File: src/rtl/instrucciones_tr_pkg.sv
// Shared definitions for the R-type execute/write-back block.
// Instruction field layout, opcode/funct constants and datapath widths.
// Imported by the ALU and the top level.
package instrucciones_tr_pkg;

  localparam int DATA_W = 32;
  localparam int NREGS  = 32;
  localparam int AW     = 5;
  localparam int OP_W   = 6;
  localparam int SH_W   = 5;
  localparam int FN_W   = 6;

  localparam logic [OP_W-1:0] OP_RTYPE = 6'd0;

  localparam logic [FN_W-1:0] F_ADD = 6'b100000;
  localparam logic [FN_W-1:0] F_SUB = 6'b100010;
  localparam logic [FN_W-1:0] F_AND = 6'b100100;
  localparam logic [FN_W-1:0] F_OR  = 6'b100101;
  localparam logic [FN_W-1:0] F_XOR = 6'b100110;
  localparam logic [FN_W-1:0] F_NOR = 6'b100111;
  localparam logic [FN_W-1:0] F_SLT = 6'b101010;

  // Field view of the 32-bit instruction word, MSB first.
  typedef struct packed {
    logic [OP_W-1:0] opcode;
    logic [AW-1:0]   rs;
    logic [AW-1:0]   rt;
    logic [AW-1:0]   rd;
    logic [SH_W-1:0] shamt;
    logic [FN_W-1:0] funct;
  } instr_t;

endpackage

File: src/rtl/instrucciones_tr_alu32.sv
// Purpose: combinational 32-bit ALU for the supported R-type funct codes.
// Latency: zero cycles, purely combinational.
// Backpressure: none; valid_o flags whether funct is a supported operation.
module instrucciones_tr_alu32
  import instrucciones_tr_pkg::*;
(
  input  logic [DATA_W-1:0] a_i,
  input  logic [DATA_W-1:0] b_i,
  input  logic [FN_W-1:0]   funct_i,
  output logic [DATA_W-1:0] result_o,
  output logic              valid_o
);

  // Operation select; unsupported funct codes yield zero and valid_o low.
  always_comb begin
    result_o = '0;
    valid_o  = 1'b1;
    case (funct_i)
      F_ADD:   result_o = a_i + b_i;
      F_SUB:   result_o = a_i - b_i;
      F_AND:   result_o = a_i & b_i;
      F_OR:    result_o = a_i | b_i;
      F_XOR:   result_o = a_i ^ b_i;
      F_NOR:   result_o = ~(a_i | b_i);
      F_SLT:   result_o = ($signed(a_i) < $signed(b_i)) ? DATA_W'(1) : '0;
      default: begin
        result_o = '0;
        valid_o  = 1'b0;
      end
    endcase
  end

endmodule

File: src/rtl/instrucciones_tr.sv
// Purpose: R-type execute and write-back stage with an internal 32x32 register file.
// Latency: RES is combinational; register write and TR_ZF update on the next rising edge.
// Backpressure: none; the driver holds TR one clock per instruction, held TR re-executes.
module instrucciones_tr
  import instrucciones_tr_pkg::*;
(
  input  logic              clk,
  input  logic              rst,
  input  logic [31:0]       TR,
  output logic              TR_ZF,
  output logic [DATA_W-1:0] RES
);

  instr_t              instr;
  logic [DATA_W-1:0]   regs_q [NREGS];
  logic [DATA_W-1:0]   opa;
  logic [DATA_W-1:0]   opb;
  logic [DATA_W-1:0]   alu_res;
  logic                alu_vld;
  logic                instr_vld;
  logic                zf_q;
  logic                zf_d;
  logic                unused_shamt;

  assign instr        = instr_t'(TR);
  // Shift amount has no meaning for the supported operations.
  assign unused_shamt = ^instr.shamt;

  // Asynchronous read ports; register 0 is hardwired to zero.
  assign opa = (instr.rs == '0) ? '0 : regs_q[instr.rs];
  assign opb = (instr.rt == '0) ? '0 : regs_q[instr.rt];

  instrucciones_tr_alu32 u_alu (
    .a_i      (opa),
    .b_i      (opb),
    .funct_i  (instr.funct),
    .result_o (alu_res),
    .valid_o  (alu_vld)
  );

  assign instr_vld = (instr.opcode == OP_RTYPE) && alu_vld;
  assign RES       = instr_vld ? alu_res : '0;
  assign zf_d      = (RES == '0);
  assign TR_ZF     = zf_q;

  // Register file write-back and zero flag; reset loads each register with its index.
  always_ff @(posedge clk) begin
    if (rst) begin
      for (int i = 0; i < NREGS; i++) begin
        regs_q[i] <= DATA_W'(i);
      end
      zf_q <= 1'b0;
    end else if (instr_vld) begin
      if (instr.rd != '0) begin
        regs_q[instr.rd] <= RES;
      end
      zf_q <= zf_d;
    end
  end

endmodule

File: config.mk
export PLATFORM = sky130hd
export DESIGN_NAME = instrucciones_tr
export DESIGN_NICKNAME = d
export VERILOG_FILES = /design/src/rtl/instrucciones_tr_pkg.sv /design/src/rtl/instrucciones_tr_alu32.sv /design/src/rtl/instrucciones_tr.sv
export SDC_FILE = /design/constraint.sdc
export NUM_CORES = 2
export LEC_CHECK = 0
export CAP_MARGIN = 30
export CORE_ASPECT_RATIO = 0.7
export CORE_MARGIN = 3
export CORE_UTILIZATION = 35
export DETAILED_ROUTE_END_ITERATION = 7
export PLACE_DENSITY_LB_ADDON = 0.12
export SLEW_MARGIN = 20
export SYNTH_ARGS = -nofsm -noshare
export SYNTH_HDL_FRONTEND = slang
export SYNTH_HIERARCHICAL = 1
export SYNTH_SLANG_ARGS = --single-unit
File: constraint.sdc
create_clock -name clk -period 7.7 [get_ports clk]
set_clock_uncertainty 0.15 [all_clocks]
set_input_delay 1.155 -clock clk [delete_from_list [all_inputs] [get_ports clk]]
set_output_delay 1.155 -clock clk [all_outputs]
set_load 0.005 [all_outputs]
==> PnR_summary.wiki <==
{| class="wikitable"
! Metric !! Value
|-
| Status || completed
|-
| WP buf/inv || 11
|-
| Growth of design area from synthesis to finish || 22.9%
|-
| FF+latch count, synth || 1,025
|-
| Area of the core || 164,000 µm²
|-
| Area fraction in and, or, nand and nor cells after synthesis || 0.113
|-
| Half-perimeter wire length after placement || 161,000 µm
|-
| Initial cell density of the core || 0.354
|-
| Worst path slowest cell || sky130_fd_sc_hd__mux4_2
|-
| Post-synthesis area per instance || 12.6 µm²
|-
| CTS root buffer || sky130_fd_sc_hd__clkbuf_16
|-
| Total Die Area || 171,000 µm²
|-
| Final routed wirelength across all metal layers || 238,000 µm
|-
| First-pass GRT wire length || 332,000 µm
|-
| Relative slew slack || 0.323
|-
| Number of max-slew violations in the final report || 0
|-
| Total leakage power || 0.0252 µW
|-
| Buffers added on ports || 61
|-
| CTS sink cnt || 1,025
|-
| Initial antenna violation count || 4
|-
| Count of distinct cell types in the synthesized netlist || 87
|-
| Via count of the first global-routing pass || 43,100
|-
| Post-route antenna net violation count || 0
|-
| Synth warn || 6
|-
| Number of enable-type register cells in the synthesized netlist || 1,024
|-
| Post-Synthesis Cells || 4,619
|-
| Adder-Cell Fraction of Synth Area || 0.0228
|-
| Post-layout instance area || 71,500 µm²
|-
| Global router's overall resource usage || 0.272
|-
| Dominant cell type by area after synthesis || sky130_fd_sc_hd__edfxtp_1
|-
| Fraction of layout cells with a size suffix above 1 || 0.324
|-
| Data arrival time of the critical path || 6.30 ns
|-
| Count of vias placed by the detailed router || 44,000
|-
| Post-Synthesis Cell Area || 58,200 µm²
|-
| Maximum count of clock buffers along a single path || 3
|-
| Share of the clock period used by the worst path after layout || 0.988
|-
| Setup repair after global routing missed its margin || yes
|-
| Std-Cell Rows || 124
|-
| Worst-case vdd ir drop || 0.159 mV
|-
| Clock tree from TritonCTS || built
|-
| Multi-input gate area in the final layout || 26,200 µm²
|-
| DRC errors left || 0
|-
| Largest family of logic cells by synthesized area || multiplexers
|-
| Number of placed I/O pins || 67
|-
| Global placement routability congestion || 0.890
|-
| Worst-skew pair later-pin latency || 0.73 ns
|-
| Drt initial violations || 5,424
|-
| Number of fillers in the final layout || 15,300
|-
| CTS HTree Levels || 3
|-
| CP required || 6.39 ns
|-
| Final worst path period need || 7.61 ns
|-
| Worst stage delay on the critical path || 0.49 ns
|-
| Startpoint kind of the worst setup timing path || input pin
|-
| Most common cell after layout, fill and taps aside || sky130_fd_sc_hd__edfxtp_1
|-
| Share of synthesized area spent on multiplexers || 0.211
|-
| Crit end category || output port
|-
| Ranking of synthesized cells by area || sky130_fd_sc_hd__edfxtp_1 53%, sky130_fd_sc_hd__mux4_2 17%, sky130_fd_sc_hd__nor2_1 6.5%
|-
| Top library cells by usage in the layout, fill and taps aside || 1,024 x sky130_fd_sc_hd__edfxtp_1, 995 x sky130_fd_sc_hd__nor2_1, 687 x sky130_fd_sc_hd__buf_4
|-
| Post-DP Area || 66,500 µm²
|-
| Fraction of post-synthesis cell area in the top cell type by area || 0.529
|-
| 1st-pass router iterations || 6
|-
| Share of the synthesized area in compound gates (AO/OA/AOI/OAI) || 0.0792
|-
| Average routed wire per standard cell || 31.9 µm
|-
| Die height || 347 µm
|-
| Share of the yosys chip area belonging to registers || 0.529
|-
| Number of CTS-inserted buffers || 101
|-
| Maximum frequency from static timing analysis || 0.131 GHz
|-
| Register Area || 30,800 µm²
|-
| Worst Hold Class || flop to flop
|-
| Synth Flop Type || sky130_fd_sc_hd__edfxtp_1
|-
| X dimension of the die || 493 µm
|-
| Total overflow reported by the global router || 0
|-
| Number of nets in the final layout || 5,300
|-
| Share of flip-flops with an asynchronous set or reset after synthesis || 0
|-
| WHS || 0.545 ns
|-
| Synthesized-area fraction occupied by xor and xnor cells || 0.00271
|-
| Most frequent cell on the critical path || sky130_fd_sc_hd__buf_4
|-
| Pin count of the biggest net entering global routing || 50
|-
| CP top delay family || buffers and inverters
|-
| Final Hold Fails || 0
|-
| Worst slew pin tran || 1.01 ns
|-
| Crit path kind || input pin to output port
|-
| Max-cap viol count || 0
|-
| Average vias per placed instance || 5.91
|-
| Setup violations, final || 0
|-
| Post-Place Worst Slack || -0.631 ns
|-
| CTS clock-pin slew for the worst setup and hold paths || 0.06 ns
|-
| Power density normalized to cell area || 203 nW/µm²
|-
| Final setup margin || 0.0923 ns
|-
| Maximum fanout along the worst path || 10
|}
-- worst register-to-register path: stages (launching register included) --
cell and delay [ns]:
sky130_fd_sc_hd__edfxtp_1 0.42, sky130_fd_sc_hd__mux4_2 0.48, sky130_fd_sc_hd__mux2_2 0.28, sky130_fd_sc_hd__o21ai_1 0.12
sky130_fd_sc_hd__buf_4 0.14, sky130_fd_sc_hd__a311oi_1 0.04, sky130_fd_sc_hd__buf_4 0.17, sky130_fd_sc_hd__ha_2 0.21
sky130_fd_sc_hd__fa_2 0.34, sky130_fd_sc_hd__or2_1 0.24, sky130_fd_sc_hd__a2111o_1 0.51, sky130_fd_sc_hd__buf_6 0.18
sky130_fd_sc_hd__a211oi_4 0.25, sky130_fd_sc_hd__nor3_4 0.10, sky130_fd_sc_hd__o2111a_2 0.33, sky130_fd_sc_hd__o41ai_2 0.36
sky130_fd_sc_hd__buf_4 0.20, sky130_fd_sc_hd__a21oi_2 0.08, sky130_fd_sc_hd__mux2i_1 0.11, sky130_fd_sc_hd__or3_4 0.41
sky130_fd_sc_hd__buf_4 0.15, sky130_fd_sc_hd__nor4_1 0.35, sky130_fd_sc_hd__buf_4 0.22, sky130_fd_sc_hd__and4_1 0.37
sky130_fd_sc_hd__nand3_1 0.12, sky130_fd_sc_hd__a21oi_1 0.16
-- cell type report --
cell class,count,share of cell area
Inverter,138,0.00728
Timing Repair Buffer,868,0.113
Tap cell,2205,0.0386
Multi-Input combinational cell,3027,0.367
Clock buffer,132,0.0379
Antenna cell,6,0.000210
Clock inverter,54,0.00574
Sequential cell,1025,0.431
-- Yosys cell counts (all sizes together) (21+ instances only) --
library cell and instances:
buf 200, edfxtp 1024, a22oi 71, o2111ai 50, mux2 65, a221oi 22, a211oi 82, mux4 448
ha 103, clkbuf 260, nor3 33, nand2b 58, o21ai 162, a21oi 100, a311oi 66, nor2 1004
nand3 49, mux2i 147, nand2 245, nor4 21, nor2b 82, inv 137
-- power by group --
part	internal, µW	switching, µW	total, µW
Combinational	1470	1690	3150
Clock	2670	2280	4950
Sequential	6330	106	6440
Total	10500	4070	14500
-- flip-flops by register name, summed over array words and instances, names as in the netlist --
| signal | count |
|---|---|
| TR_ZF | 1 |
| regs_q | 1024 |
-- repair_timing --
action | CTS | global route
resized for setup | 195 | 96
hold buffers | 0 | 0
hold endpoints to repair | 0 | 0
pin swaps | 31 | 42
setup buffers | 24 | 7
cloned | 10 | 1
endpoints found under the setup margin | 23 | 21
-- stage by stage --
step	TNS (ns)	utilization	total power, µW	std cells
final	0	0.435	14500	7455
after global routing	-0.407	0.435	15000	7449
after CTS	-0.0201	0.432	14500	7442
after detailed placement	-8.81	0.405	9420	7224
after global placement	-9.42	0.405	9400	7220
after floorplan	0	-	7990	4650
-- logic make-up (layout without fill, tap and decap cells) --
| family | after synthesis | count (layout) |
|---|---|---|
| AO/OA/AOI/OAI | 665 | 665 |
| other | 1 | 38 |
| XOR/XNOR | 18 | 18 |
| flip-flops | 1025 | 1025 |
| buffers and inverters | 598 | 1192 |
| adder cells (fa/ha/maj) | 105 | 105 |
| AND/OR/NAND/NOR | 1547 | 1547 |
| multiplexers | 660 | 660 |
-- per-layer routing --
metal  share of wire  GRT usage  vias up
met5         0.00019    0.00192        -
met4           0.040     0.0914        2
met3           0.087     0.0504      328
met2            0.43      0.400     2278
met1            0.44      0.403    22900
li1                -          -    18600
-- path summary, 6_finish.rpt --
path                      from      end  slack (ns)  cells past startpoint
hold reg to reg          TR_ZF    TR_ZF        0.54                      2
setup / recovery        TR[21]  RES[25]        0.09                     26
hold / removal           TR_ZF    TR_ZF        0.54                      2
setup reg to reg  regs_q[7][0]    TR_ZF        1.14                     25
Power figures use the tool's default switching activity.
